File: src/rtl/reg_share_arb_pkg.sv
// rtl/reg_share_arb_pkg.sv - shared types and helpers for reg_share_arb
// Purpose: arbiter state enum and the index-width helper used to size
// requester indices (q_src, round-robin pointer, pick index).
// Ports: none (package).
package reg_share_arb_pkg;

  typedef enum logic {
    IDLE  = 1'b0,
    GRANT = 1'b1
  } arb_state_e;

  // Width of an index into n requesters; never narrower than one bit.
  function automatic int idx_w(input int n);
    return (n <= 2) ? 1 : $clog2(n);
  endfunction

endpackage

File: src/rtl/reg_share_arb_rr_pick.sv
// rtl/reg_share_arb_rr_pick.sv - round-robin first-request picker
// Purpose: combinational search for the first asserted request starting at
// ptr and wrapping past N-1 back to 0.
// Ports:
//   req  [N-1:0]  request vector
//   ptr  [IW-1:0] search start index (always < N)
//   pick [N-1:0]  one-hot of the chosen requester (zero if no request)
//   idx  [IW-1:0] index of the chosen requester (zero if no request)
module rr_pick
  import reg_share_arb_pkg::*;
#(
  parameter int N  = 3,
  parameter int IW = 2
) (
  input  logic [N-1:0]  req,
  input  logic [IW-1:0] ptr,
  output logic [N-1:0]  pick,
  output logic [IW-1:0] idx
);

  always_comb begin
    int   j;
    logic found;
    j     = 0;
    found = 1'b0;
    pick  = '0;
    idx   = '0;
    for (int k = 0; k < N; k++) begin
      j = (int'(ptr) + k) % N;
      if (!found && req[j]) begin
        found   = 1'b1;
        pick[j] = 1'b1;
        idx     = IW'(j);
      end
    end
  end

endmodule

File: src/rtl/reg_share_arb.sv
// rtl/reg_share_arb.sv - round-robin arbiter sharing one W-bit register
// Purpose: grants one requester at a time, loads its wdata into q on every
// granted cycle with req still high, reports the writer in q_src.
// Optional feature macro: REG_SHARE_ARB_HOLD_LIMIT_EN (forces rotation after
// HOLD_MAX writes per grant; otherwise an owner keeps the grant until req drops).
// Ports:
//   clk      clock, rising edge
//   rst      asynchronous active-low reset
//   req      [N-1:0]   per-requester level request
//   wdata    [N*W-1:0] packed write data, requester i at [i*W +: W]
//   gnt      [N-1:0]   registered one-hot grant
//   q        [W-1:0]   shared register
//   q_valid  one-cycle pulse after a write edge
//   q_src    index of the requester that last wrote q
module reg_share_arb
  import reg_share_arb_pkg::*;
#(
  parameter int N        = 3,
  parameter int W        = 3,
  parameter int HOLD_MAX = 4
) (
  input  logic                   clk,
  input  logic                   rst,
  input  logic [N-1:0]           req,
  input  logic [N*W-1:0]         wdata,
  output logic [N-1:0]           gnt,
  output logic [W-1:0]           q,
  output logic                   q_valid,
  output logic [idx_w(N)-1:0]    q_src
);

  localparam int IW = idx_w(N);

  arb_state_e    state, state_d;
  logic [N-1:0]  gnt_d;
  logic [W-1:0]  q_d;
  logic          q_valid_d;
  logic [IW-1:0] q_src_d;
  logic [IW-1:0] ptr, ptr_d;
  logic [IW-1:0] owner, owner_d;
  logic [N-1:0]  pick;
  logic [IW-1:0] pick_idx;

`ifdef REG_SHARE_ARB_HOLD_LIMIT_EN
  localparam int CW = $clog2(HOLD_MAX + 1);
  logic [CW-1:0] cnt, cnt_d;
`else
  localparam int unused_hold_max = HOLD_MAX;
`endif

  rr_pick #(.N(N), .IW(IW)) u_pick (
    .req  (req),
    .ptr  (ptr),
    .pick (pick),
    .idx  (pick_idx)
  );

  always_ff @(posedge clk or negedge rst) begin
    if (!rst) begin
      state   <= IDLE;
      gnt     <= '0;
      q       <= '0;
      q_valid <= 1'b0;
      q_src   <= '0;
      ptr     <= '0;
      owner   <= '0;
`ifdef REG_SHARE_ARB_HOLD_LIMIT_EN
      cnt     <= '0;
`endif
    end else begin
      state   <= state_d;
      gnt     <= gnt_d;
      q       <= q_d;
      q_valid <= q_valid_d;
      q_src   <= q_src_d;
      ptr     <= ptr_d;
      owner   <= owner_d;
`ifdef REG_SHARE_ARB_HOLD_LIMIT_EN
      cnt     <= cnt_d;
`endif
    end
  end

  always_comb begin
    logic release_now;
    state_d     = state;
    gnt_d       = gnt;
    q_d         = q;
    q_valid_d   = 1'b0;
    q_src_d     = q_src;
    ptr_d       = ptr;
    owner_d     = owner;
    release_now = 1'b0;
`ifdef REG_SHARE_ARB_HOLD_LIMIT_EN
    cnt_d       = cnt;
`endif
    case (state)
      IDLE: begin
        gnt_d = '0;
        if (|req) begin
          gnt_d   = pick;
          owner_d = pick_idx;
          state_d = GRANT;
`ifdef REG_SHARE_ARB_HOLD_LIMIT_EN
          cnt_d   = '0;
`endif
        end
      end
      GRANT: begin
        if (req[owner]) begin
          q_d       = wdata[int'(owner)*W +: W];
          q_src_d   = owner;
          q_valid_d = 1'b1;
`ifdef REG_SHARE_ARB_HOLD_LIMIT_EN
          cnt_d     = cnt + CW'(1);
          // The write that reaches the limit also ends the grant.
          release_now = (cnt_d == CW'(HOLD_MAX));
`endif
        end else begin
          release_now = 1'b1;
        end
        if (release_now) begin
          gnt_d   = '0;
          state_d = IDLE;
          ptr_d   = (owner == IW'(N - 1)) ? '0 : owner + IW'(1);
        end
      end
      default: begin
        state_d = IDLE;
        gnt_d   = '0;
      end
    endcase
  end

endmodule

File: config.mk
export PLATFORM = sky130hd
export DESIGN_NAME = reg_share_arb
export DESIGN_NICKNAME = d
export VERILOG_FILES = /design/src/rtl/reg_share_arb_pkg.sv /design/src/rtl/reg_share_arb_rr_pick.sv /design/src/rtl/reg_share_arb.sv
export SDC_FILE = /design/constraint.sdc
export NUM_CORES = 1
export LEC_CHECK = 0
export ABC_AREA = 1
export CORE_ASPECT_RATIO = 1.2
export CORE_MARGIN = 2
export CORE_UTILIZATION = 51
export DETAILED_ROUTE_END_ITERATION = 8
export DONT_BUFFER_PORTS = 1
export PLACE_DENSITY = 0.66
export SLEW_MARGIN = 25
export SYNTH_ARGS = -nofsm -noshare
export SYNTH_HDL_FRONTEND = slang
export SYNTH_HIERARCHICAL = 1
export SYNTH_SLANG_ARGS = --single-unit
File: constraint.sdc
create_clock -name clk -period 4.1 [get_ports clk]
set_input_delay 0.41 -clock clk [delete_from_list [all_inputs] [get_ports clk]]
set_output_delay 0.41 -clock clk [all_outputs]
set_load 0.1 [all_outputs]
==> results.toml <==
[outcome]
status = "completed"

[flow_run]
maxCapViolations = 0

[logic_synthesis]
synth_area_um2 = 1030
synthCells = 145
synth_top_area_cell = "dfrtp_1"
syn_nets = 163
syn_avg_cell_area_um2 = 7.08
synthXorXnorAreaFrac_pct = 0
synth_simple_gate_area_share_pct = 46.1
synth_compound_area_share_pct = 3.66
synth_cell_types = 21
synthTopCellsByArea = "dfrtp_1 (34%), nand2_1 (19%), nand3_1 (12%)"
yosysTopAreaCellShare_pct = 34.1
yosysSeqAreaShare_pct = 34.1
synth_top_family_by_area = "simple AND/OR/NAND/NOR gates"
ys_warn_count = 6
synth_fa_ha_area_share_pct = 4.88
muxShareOfSynthArea_pct = 0
synth_seq_cells = 14

[drt]
drc_errors = 0
dr_total_vias = 913
dr.pass1.iters = 4
detail-route-antenna-nets = 0
vias_per_cell = 5.53
drt_iter0_drc = 24
post_drt_wl_per_cell_um = 12.5
wl_um = 2060

[placement]
dp_slack_ns = 2.41
place.gp.congestion = 0.807
post-dp-hpwl_um = 1570
numPortBuffers = 0

[critical_path]
critPathRequiredTime_ns = 4.32
worstReg2RegStart = "ptr[0]$_DFFE_PN0P_"
r2r_cells = 10
crit_end = "gnt[2]$_DFFE_PN0P_"
crit_start = "ptr[0]$_DFFE_PN0P_"
critical_path.max_fanout = 9
worstSetupPathType = "register to register"
r2r_end = "gnt[2]$_DFFE_PN0P_"
arrival_ns = 1.91
start_kind = "register"
cp-end-kind = "register"
reg2reg_slack_ns = 2.41

[layout]
final_nets = 165
final_cell_mix = "nand2_1 (53), nand3_1 (25), dfrtp_1 (14)"
layout-drive-gt1-share_pct = 17.1
syn2layout_area_growth_pct = 3.41
diodes = 0
fillers = 182
finish.utilization_pct = 56.7
layout_commonest_cell = "nand2_1"

[sta]
min_period_ns = 1.69
drv_slew = 0
post-route-period-util_pct = 41.3
tightestPinTransition_ns = 0.900
timing.fmax_ghz = 0.591
slew_headroom_pct = 40.0
fin_tns_setup_ns = 0
fin_skew_ns = 0.00811
rsz0062_at_grt = "no"
worst_slack_ns = 2.41
setup_viol = 0
final_hold_viol_count = 0

[cts]
htree_levels = 1
path_clk_slew_ns = 0.09
cts_sinks = 14
cts_buffer_depth = 2
worstSkewPairLatency_ns = 0.28
numCtsBuffers = 3
cts_tree = "done"
cts_root_buf = "clkbuf_4"
cts_setup_buffers = 0

[grt]
grt_max_degree = 15
grt-ovfl-total = 0
grt_pass1_vias = 841
grt_pass1_wl_um = 3530
grt_antenna_before_repair = 0
grt_use_total_pct = 19.8

[floorplan]
die_area_um2 = 2390
pin_count = 23
rows = 17
die_x_um = 44.9
die_y_um = 53.1
initial_utilization_pct = 54.8
coreArea_um2 = 1870

[worst_hold_path]
hold_class = "input pin to register"
[logic make-up (layout without fill, tap and decap cells)]
| group | Yosys count | count (layout) |
|---|---|---|
| simple gates | 97 | 97 |
| flops | 14 | 14 |
| buf+inv | 24 | 25 |
| compound gates | 6 | 6 |
| fa+ha+maj | 4 | 4 |
[flip-flops by register name, summed over array words and instances, names as in the netlist]
| name | flops |
|---|---|
| ptr | 2 |
| q_valid | 1 |
| q_src | 2 |
| owner | 2 |
| state | 1 |
| gnt | 3 |
| q | 3 |
[layer usage]
layer | vias to the layer above | global-route usage [%] | part of all wire, %
met1 | 414 | 23.3 | 42
li1 | 464 | - | -
met4 | 0 | 9.80 | 1.7
met2 | 29 | 33.6 | 50
met3 | 6 | 3.75 | 6.2
met5 | - | 0 | 0
[synth_stat cells]
master and instances:
a21oi_2 1, nand2_4 2, nand2_2 4, nand3_1 25
inv_2 7, nand3_2 3, dfrtp_1 14, o21ai_0 3
inv_6 1, nor2_4 1, buf_4 1, ha_1 4
inv_1 12, nand4_1 5, buf_2 1, buf_6 2
nor2_1 3, nand2_1 53, o21ai_2 1, nand3_4 1
o21ai_1 1
[worst max-delay path, stage by stage, from the launching register on]
cell and delay, ns:
dfrtp_1 0.41, inv_1 0.08, ha_1 0.45, inv_2 0.07, nand2_1 0.07, nand3_1 0.07
nand2_1 0.11, nand4_1 0.13, nand2_1 0.10, nand2_1 0.05, nand2_1 0.07
[worst min-delay path by stage]
stage,startpoint,end,slack (ns),depth (start not counted)
floorplan,rst,gnt[0]$_DFFE_PN0P_,0.11,0
global placement,rst,q[2]$_DFFE_PN0P_,0.11,0
detailed placement,rst,q[2]$_DFFE_PN0P_,0.11,0
CTS,wdata[1],q[1]$_DFFE_PN0P_,0.37,4
global route,wdata[2],q[2]$_DFFE_PN0P_,0.42,4
finish,wdata[1],q[1]$_DFFE_PN0P_,0.38,4
[area by class of cell]
class / count / area [um2] / area share, %
Clock buffer: 4 / 36.3 / 3.42
Inverter: 20 / 80.1 / 7.55
Multi-Input combinational cell: 107 / 561 / 52.8
Sequential cell: 14 / 350 / 33.0
Tap cell: 19 / 23.8 / 2.24
Timing Repair Buffer: 1 / 10.0 / 0.943
[metrics by stage]
| step | instance area (um2) | cells | hold slack, ns |
|---|---|---|---|
| 6_report | 1060 | 165 | 0.377 |
| 3_3_place_gp | 1010 | 160 | 0.115 |
| 3_5_place_dp | 1010 | 160 | 0.115 |
| 5_1_grt | 1060 | 165 | 0.417 |
| 4_1_cts | 1060 | 165 | 0.375 |
| 2_1_floorplan | 1030 | 145 | 0.114 |
[timing repair]
action	CTS	global route
endpoints found under the hold margin	14	0
resized for setup	0	0
hold buffers	1	0
setup endpoints to repair	0	0
Power is not shown: default switching activity piles up to over one toggle a cycle in this logic, so the estimate is an artifact.
